## config.mk

```make
export PLATFORM = sky130hd
export DESIGN_NAME = ss_seq_engine
export DESIGN_NICKNAME = d
export VERILOG_FILES = /design/src/rtl/ss_seq_engine.sv
export SDC_FILE = /design/constraint.sdc
export NUM_CORES = 1
export LEC_CHECK = 0
export ABC_AREA = 0
export CELL_PAD_IN_SITES_DETAIL_PLACEMENT = 1
export CELL_PAD_IN_SITES_GLOBAL_PLACEMENT = 1
export CORE_ASPECT_RATIO = 0.6
export CORE_MARGIN = 8
export CORE_UTILIZATION = 29
export DETAILED_ROUTE_END_ITERATION = 12
export HOLD_SLACK_MARGIN = 0.1
export PLACE_DENSITY = 0.74
export SETUP_SLACK_MARGIN = 0.15
export SYNTH_ARGS = -nofsm -noshare
export SYNTH_HDL_FRONTEND = slang
export SYNTH_SLANG_ARGS = --single-unit
```

## constraint.sdc

```tcl
create_clock -name clk -period 1.9 [get_ports clk]
set_input_delay 0.38 -clock clk [delete_from_list [all_inputs] [get_ports clk]]
set_output_delay 0.38 -clock clk [all_outputs]
set_load 0.01 [all_outputs]
```

## src/rtl/ss_seq_engine.sv

```systemverilog
// Save-state initiator: walks the mapper save-state space to snapshot it into a
// buffer RAM (SAVE) or replays the buffer back into the mapper (LOAD).
`timescale 1ns/1ps
module ss_seq_engine #(
  parameter int SS_LEN  = 128,
  parameter int M2_HALF = 2
) (
  input  logic       clk,
  input  logic       rst_n,
  input  logic       cmd_save,
  input  logic       cmd_load,
  input  logic [7:0] map_idx_exp,
  output logic       busy,
  output logic       done,
  output logic       err,
  output logic       ss_act,
  output logic       ss_we,
  output logic [7:0] ss_addr,
  output logic [7:0] ss_wdat,
  output logic       ss_m2,
  input  logic [7:0] ss_rdat,
  output logic [7:0] buf_addr,
  output logic       buf_we,
  output logic [7:0] buf_wdat,
  input  logic [7:0] buf_rdat
);

  localparam int SLOT_LEN = 2 * M2_HALF;
  localparam int SLOT_W   = $clog2(SLOT_LEN);
  localparam logic [SLOT_W-1:0] SLOT_LAST = SLOT_W'(SLOT_LEN - 1);
  localparam logic [SLOT_W-1:0] M2_HI     = SLOT_W'(M2_HALF);
  localparam logic [SLOT_W-1:0] SLOT_ONE  = SLOT_W'(1);
  localparam logic [7:0] SAVE_LAST = 8'(SS_LEN - 1);
  localparam logic [7:0] LOAD_LAST = 8'(SS_LEN - 2);
  localparam logic [7:0] IDX_ADDR  = 8'(SS_LEN - 1);

  typedef enum logic [2:0] {
    ST_IDLE,
    ST_SAVE,
    ST_LOAD_CHK,
    ST_LOAD,
    ST_FIN
  } state_t;

  state_t            state_q, state_d;
  logic [SLOT_W-1:0] slot_q, slot_d;
  logic [7:0]        addr_q, addr_d;
  logic [7:0]        wdat_q, wdat_d;
  logic              chk_q, chk_d;
  logic              err_q, err_d;
  logic              slot_end;

  always_ff @(posedge clk or negedge rst_n) begin
    if (!rst_n) begin
      state_q <= ST_IDLE;
      slot_q  <= '0;
      addr_q  <= '0;
      wdat_q  <= '0;
      chk_q   <= 1'b0;
      err_q   <= 1'b0;
    end else begin
      state_q <= state_d;
      slot_q  <= slot_d;
      addr_q  <= addr_d;
      wdat_q  <= wdat_d;
      chk_q   <= chk_d;
      err_q   <= err_d;
    end
  end

  assign slot_end = (slot_q == SLOT_LAST);

  always_comb begin
    state_d  = state_q;
    slot_d   = slot_q;
    addr_d   = addr_q;
    wdat_d   = wdat_q;
    chk_d    = chk_q;
    err_d    = err_q;
    busy     = 1'b0;
    done     = 1'b0;
    ss_act   = 1'b0;
    ss_we    = 1'b0;
    ss_addr  = 8'h00;
    ss_wdat  = 8'h00;
    buf_addr = 8'h00;
    buf_we   = 1'b0;
    buf_wdat = 8'h00;

    case (state_q)
      ST_IDLE: begin
        if (cmd_save) begin
          state_d = ST_SAVE;
          addr_d  = 8'h00;
          slot_d  = '0;
          err_d   = 1'b0;
        end else if (cmd_load) begin
          state_d = ST_LOAD_CHK;
          chk_d   = 1'b0;
          err_d   = 1'b0;
        end
      end

      ST_SAVE: begin
        busy     = 1'b1;
        ss_act   = 1'b1;
        ss_addr  = addr_q;
        buf_addr = addr_q;
        slot_d   = slot_q + SLOT_ONE;
        // Capture mapper readback as late as possible in the slot.
        if (slot_end) begin
          buf_we   = 1'b1;
          buf_wdat = ss_rdat;
          slot_d   = '0;
          if (addr_q == SAVE_LAST) state_d = ST_FIN;
          else                     addr_d  = addr_q + 8'd1;
        end
      end

      ST_LOAD_CHK: begin
        busy = 1'b1;
        if (!chk_q) begin
          buf_addr = IDX_ADDR;
          chk_d    = 1'b1;
        end else begin
          // Prefetch entry 0 so slot 0 has data on its first cycle.
          buf_addr = 8'h00;
          chk_d    = 1'b0;
          addr_d   = 8'h00;
          slot_d   = '0;
          if (buf_rdat != map_idx_exp) begin
            err_d   = 1'b1;
            state_d = ST_FIN;
          end else begin
            state_d = ST_LOAD;
          end
        end
      end

      ST_LOAD: begin
        busy    = 1'b1;
        ss_act  = 1'b1;
        ss_we   = 1'b1;
        ss_addr = addr_q;
        // Hold the slot's data even if the RAM output moves later in the slot.
        ss_wdat = (slot_q == '0) ? buf_rdat : wdat_q;
        if (slot_q == '0) wdat_d = buf_rdat;
        buf_addr = slot_end ? (addr_q + 8'd1) : addr_q;
        slot_d   = slot_q + SLOT_ONE;
        if (slot_end) begin
          slot_d = '0;
          if (addr_q == LOAD_LAST) state_d = ST_FIN;
          else                     addr_d  = addr_q + 8'd1;
        end
      end

      ST_FIN: begin
        done    = 1'b1;
        state_d = ST_IDLE;
      end

      default: state_d = ST_IDLE;
    endcase
  end

  assign ss_m2 = ss_act && (slot_q < M2_HI);
  assign err   = err_q;

endmodule

```

After elaboration in Yosys (flattened, before gate mapping):

Cells that the tools add are included.

* register bits: 23
* bits in latches: 0
* bits in writable memories: 0
* bits in read-only memories: 0
* bits of input ports: 28
* output and inout bits: 39
* word-level logic and storage cells: 84
* memories: 0

* add/sub/neg operators: 2
* multipliers: 0
* div/mod/pow operators: 0
* $lt $le $gt $ge: 1
* equal/unequal tests: 20
* shift operators: 0
* muxes and demuxes: 42
* bitwise operators: 0
* reduce and logical (&&, ||, !) cells: 13

Operators with widths (number)
* 8-bit 2-to-1 mux: 12
* 8-bit one-hot mux with 4 select lines: 1
* 3-bit 2-to-1 mux: 8
* 8-bit one-hot mux with 3 select lines: 1
* 2-bit inequality test, second input constant: 11
* 8-bit by 7-bit == test with 1-bit output, second input constant: 2
* 1-bit 2-to-1 mux: 12
* 3-bit one-hot mux with 4 select lines: 1
* 8-bit by 1-bit adder with 8-bit output, second input constant: 1
* 8-bit inequality test: 1
* 7-bit 2-to-1 mux: 1
* 7-bit AND reduction: 1
* 3-bit by 2-bit == test with 1-bit output, second input constant: 2
* 2-bit 2-to-1 mux: 3
* 2-bit one-hot mux with 3 select lines: 1
* 3-bit AND reduction: 2
* 6-bit AND reduction: 1
* 1-bit one-hot mux with 2 select lines: 2
* 4-bit AND reduction: 1
* 4-bit nonzero test: 1
* 3-bit by 1-bit == test with 1-bit output, second input constant: 1
* 3-bit == test, second input constant: 1
* 3-bit zero test: 1
* 3-bit inequality test, second input constant: 1
* other kinds (9): 9

Depth between registers and ports, before layout:

* depth in word-level cells: 4
* depth in mapped cells: 7
* depth with buffers taken out: 6

Worst setup path before layout:

Ideal clock, no wire load.

* kind: register to output
* start point: register slot_q[0]
* end point: output port buf_wdat[0]
* arrival time: 1.631 ns
* data required time: 1.520 ns
* path slack: -0.111 ns
* cell stages (with the launch flop): 6
* path buffers: 1
* cells stage by stage: dfrtp_1 > ha_1 > clkbuf_1 > inv_1 > nor3_1 > and2_1

* cells in the longest elaborated chain, start to end: 3

RTL lines
* start, declared: RTL line 46 `logic [SLOT_W-1:0] slot_q, slot_d;`
* start signal, assigned: RTL line 63 `slot_q <= slot_d;`
* 2-bit == test: RTL line 71 `assign slot_end = (slot_q == SLOT_LAST);`
* 8-bit 2-to-1 mux: RTL line 111 `if (slot_end) begin`
* 8-bit 2-to-1 mux: RTL line 90 `case (state_q)`
* end, declared: RTL line 24 `output logic [7:0] buf_wdat,`

Every way passes these cells.

Worst setup path in the final report:

* start point: register slot_q[0]
* end point: output port buf_addr[6]

* cells in the longest elaborated chain, start to end: 3

RTL lines
* 2-bit == test: RTL line 71
* 8-bit 2-to-1 mux: RTL line 148 `buf_addr = slot_end ? (addr_q + 8'd1) : addr_q;`
* 8-bit one-hot mux with 3 select lines: RTL line 90
* end, declared: RTL line 22 `output logic [7:0] buf_addr,`

Every way passes these cells.

==> results.py <==
metrics = {
    "worst_setup_path": {
        "cpLargestDelayFamily": "flip-flops",
        "path_cells": "ha_4 > buf_6 > nand2_8 > nor3_4 > xnor2_1 > o21ai_1 > buf_2",
        "timing.critical_path.to_type": "output port",
        "slowest_stage": "sky130_fd_sc_hd__dfrtp_1",
        "critical_path_peak_fanout": 6,
        "worstPathRequired_ns": 1.52,
        "timing.critical_path.slowest_cell_delay_ns": 0.42,
        "worst_setup_path_start_kind": "flop",
        "critical_path_class": "reg2out",
        "path_buf_inv": 2,
        "reg2reg_setup_slack_ns": -0.05,
        "cp.arrival_ns": 1.64,
    },
    "synthesis": {
        "cell_types_with_the_highest_counts_after_synthesis": "sky130_fd_sc_hd__dfrtp_1, sky130_fd_sc_hd__nor2_1, sky130_fd_sc_hd__o21ai_0",
        "yosys-mux-area-fraction_pct": 10.3,
        "postSynthCellCount": 195,
        "yosysWarnings": 0,
        "synth_top_cell_by_area": "sky130_fd_sc_hd__dfrtp_1",
        "async_flop_share_pct": 100,
        "synth_area_per_cell_um2": 8.95,
        "synthSimpleGateAreaFrac_pct": 21.6,
        "synth_nets": 227,
        "synth-compound-area-share_pct": 18.9,
        "yosysTopAreaCellShare_pct": 33.0,
        "synth-seq-area-share_pct": 33.0,
        "post_synth_edffs": 0,
        "ys_dominant_reg_cell": "sky130_fd_sc_hd__dfrtp_1",
        "synthesis.area_um2": 1750,
        "netlist-cell-type-count": 48,
        "ffs_latches_synth": 23,
        "main_combinational_cell_family_by_area_after_synthesis": "simple AND/OR/NAND/NOR gates",
        "xor_and_xnor_area_share_after_synthesis_pct": 7.53,
        "synth_top_cells_by_area": "sky130_fd_sc_hd__dfrtp_1, sky130_fd_sc_hd__o21ai_0, sky130_fd_sc_hd__mux2i_1",
        "adder_cell_fraction_of_synth_area_pct": 2.87,
        "synth.most_common_cell": "sky130_fd_sc_hd__dfrtp_1",
    },
    "floorplan": {
        "die_h_um": 76.1,
        "rows": 22,
        "io_pins": 67,
        "core_um2": 5970,
        "area_enclosed_by_the_die_boundary_um2": 8840,
        "die_span_x_um": 116,
        "initial_core_utilization_pct": 29.2,
    },
    "grt": {
        "grt.met1_usage_pct": 21.0,
        "grt_pass1_wl_um": 12000,
        "maximum_number_of_pins_on_one_net_before_global_route_repair": 24,
        "grt.overflow.total": 0,
        "antenna_violations_before_repair": 0,
        "grtUsageMet2_pct": 28.5,
        "grt-busiest-layer": "met2",
        "gr-usage-met3_pct": 4.98,
        "vias_in_the_first_global_route": 2258,
        "track_usage_pct": 16.9,
    },
    "cells_and_area": {
        "area.growth.synth_to_final_pct": 92.5,
        "ratio_of_cells_with_drive_above_1_in_the_final_layout_pct": 55.9,
        "finalCoreUtilization_pct": 56.2,
        "fillers": 687,
        "register_area_um2": 579,
        "finalInstanceArea_um2": 3360,
        "multiInputGateArea_um2": 1410,
        "num_antenna_cells": 0,
        "number_of_nets_at_the_end_of_the_flow": 355,
    },
    "sta": {
        "normalized_max_slew_margin_pct": 73.8,
        "slew_violations": 0,
        "maxClockFrequency_ghz": 0.496,
        "worstMarginPinSlew_ns": 0.389,
        "finalHoldViolations": 0,
        "min_period_over_period_pct": 106,
        "final.setup.worst_slack_ns": -0.116,
        "worst_clock_skew_ns": 0.00311,
        "rsz_0062_raised_after_global_routing": "true",
        "timing.final.crit_period_ns": 2.02,
        "count_of_endpoints_failing_setup_in_the_final_report": 21,
    },
    "clock_tree": {
        "cts_root_buf": "sky130_fd_sc_hd__clkbuf_8",
        "clk_latency_ns": 0.28,
        "clk_pin_slew_ns": 0.09,
        "cts.sink_count": 23,
        "cts.htree.levels": 1,
        "clock_tree.buffer_depth": 2,
        "hold_buffers": 0,
        "numCtsBuffers": 3,
        "cts_tree": "yes",
    },
    "worst_hold_path": {
        "tightest_hold_check_type": "in2async",
    },
    "detailed_routing": {
        "route.vias.total": 2077,
        "drc": 0,
        "drt-vias-per-instance": 5.12,
        "firstDrtPassIters": 4,
        "final_antenna_net_count": 0,
        "totalWireLength_um": 8590,
        "drt_iter0_drc": 98,
        "drt-wirelength-per-cell_um": 21.2,
    },
    "job": {
        "max_cap_violations": 0,
    },
    "pwr": {
        "p_per_area_nw_per_um2": 1070,
        "max-vdd-ir-drop_mv": 0.478,
        "p_leak_nw": 1.54,
    },
    "place": {
        "dp_worst_setup_slack_ns": -0.309,
        "post_dp_cell_area_um2": 2820,
        "finalWeightedCongestion": 0.854,
        "port_buffers": 66,
        "place.detailed.hpwl_um": 5070,
    },
    "status": {
        "failing_checks": "negative setup slack",
        "run_status": "finished with violations",
    },
}
## cell families (layout without fill, tap and decap cells)
| logic type | Yosys count | in the layout |
|---|---|---|
| DFF | 23 | 23 |
| muxes | 17 | 17 |
| buffers and inverters | 21 | 146 |
| AOI/OAI and AO/OA | 45 | 45 |
| xor gates and xnor gates | 15 | 15 |
| adders and majority gates | 4 | 4 |
| and+or+nand+nor | 70 | 72 |
## path summary, 6_finish.rpt
| path | from | endpoint | cells past startpoint |
|---|---|---|---|
| worst max-delay path | slot_q[0] | buf_addr[6] | 7 |
| worst min-delay path | rst_n | wdat_q[0] | 2 |
| worst max register to register | state_q[2] | addr_q[2] | 7 |
| worst min register to register | wdat_q[1] | wdat_q[1] | 1 |
| max in group asynchronous | rst_n | addr_q[0] | 2 |
| min in group clk | buf_rdat[0] | wdat_q[0] | 3 |
## area by class of cell
type                    instances  area share (%)
multi-input cells             153            41.8
inverters                      10            1.56
clock inverters                 1           0.149
flip-flops and latches         23            17.2
clock buffers                   3            1.23
well taps                      84            3.13
repair buffers                132            34.9
## worst reg2reg max path, delay by kind of cell (launching register included)
kind / cells / cell delay (ns)
buffers and inverters: 4 / 0.59
AND/OR/NAND/NOR: 1 / 0.53
flip-flops: 1 / 0.43
AO/OA/AOI/OAI: 2 / 0.32
## layer usage
metal	vias to the layer above	share of wire (%)
met5	-	0
met4	0	1.0
met3	10	7.8
met2	74	48
met1	1046	43
li1	947	-
## flip-flops by register name, indices dropped and copies added (netlist names)
register / flops
addr_q: 8
wdat_q: 8
state_q: 3
slot_q: 2
chk_q: 1
err: 1
## cells in the final DEF, fill, tap and decap left out, types with 4 or more instances in the layout
cell type | netlist | final
sky130_fd_sc_hd__o21ai_0 | 19 | 12
sky130_fd_sc_hd__buf_2 | 3 | 25
sky130_fd_sc_hd__o211ai_2 | 4 | 4
sky130_fd_sc_hd__dfrtp_1 | 23 | 20
sky130_fd_sc_hd__buf_6 | 2 | 24
sky130_fd_sc_hd__nor2_4 | 0 | 4
sky130_fd_sc_hd__xor2_1 | 10 | 10
sky130_fd_sc_hd__buf_12 | 0 | 4
sky130_fd_sc_hd__buf_4 | 1 | 45
sky130_fd_sc_hd__inv_1 | 9 | 5
sky130_fd_sc_hd__mux2_4 | 0 | 8
sky130_fd_sc_hd__mux2i_1 | 9 | 8
sky130_fd_sc_hd__and2_4 | 1 | 10
sky130_fd_sc_hd__and2_1 | 13 | 4
sky130_fd_sc_hd__buf_8 | 0 | 4
sky130_fd_sc_hd__nand2_1 | 9 | 6
sky130_fd_sc_hd__clkdlybuf4s50_1 | 0 | 25
sky130_fd_sc_hd__nor2_1 | 20 | 15
sky130_fd_sc_hd__o21ai_1 | 2 | 7
## what timing repair did
item	4_1_cts	5_1_grt
endpoints found under the hold margin	0	0
buffers inserted	13	6
resized for setup	221	56
cloned	1	1
pin swaps	22	16
endpoints found under the setup margin	57	53
## power breakdown
group / switching, W / internal, W
combinational: 0.00121 / 0.00128
clock: 0.000185 / 0.000147
sequential: 0.000144 / 0.000647
## per-stage QoR
step | hold WS (ns) | instances | power [W] | setup TNS (ns)
after CTS | 0.473 | 399 | 0.00307 | -0.520
final | 0.457 | 406 | 0.00361 | -1.09
after global routing | 0.491 | 406 | 0.00380 | -2.65
after floorplan | 0.0844 | 195 | 0.00158 | 0
after detailed placement | 0.497 | 381 | 0.00239 | -7.36
after global placement | 0.486 | 381 | 0.00233 | -5.37
Note: power is estimated with default switching activity, not from simulation.
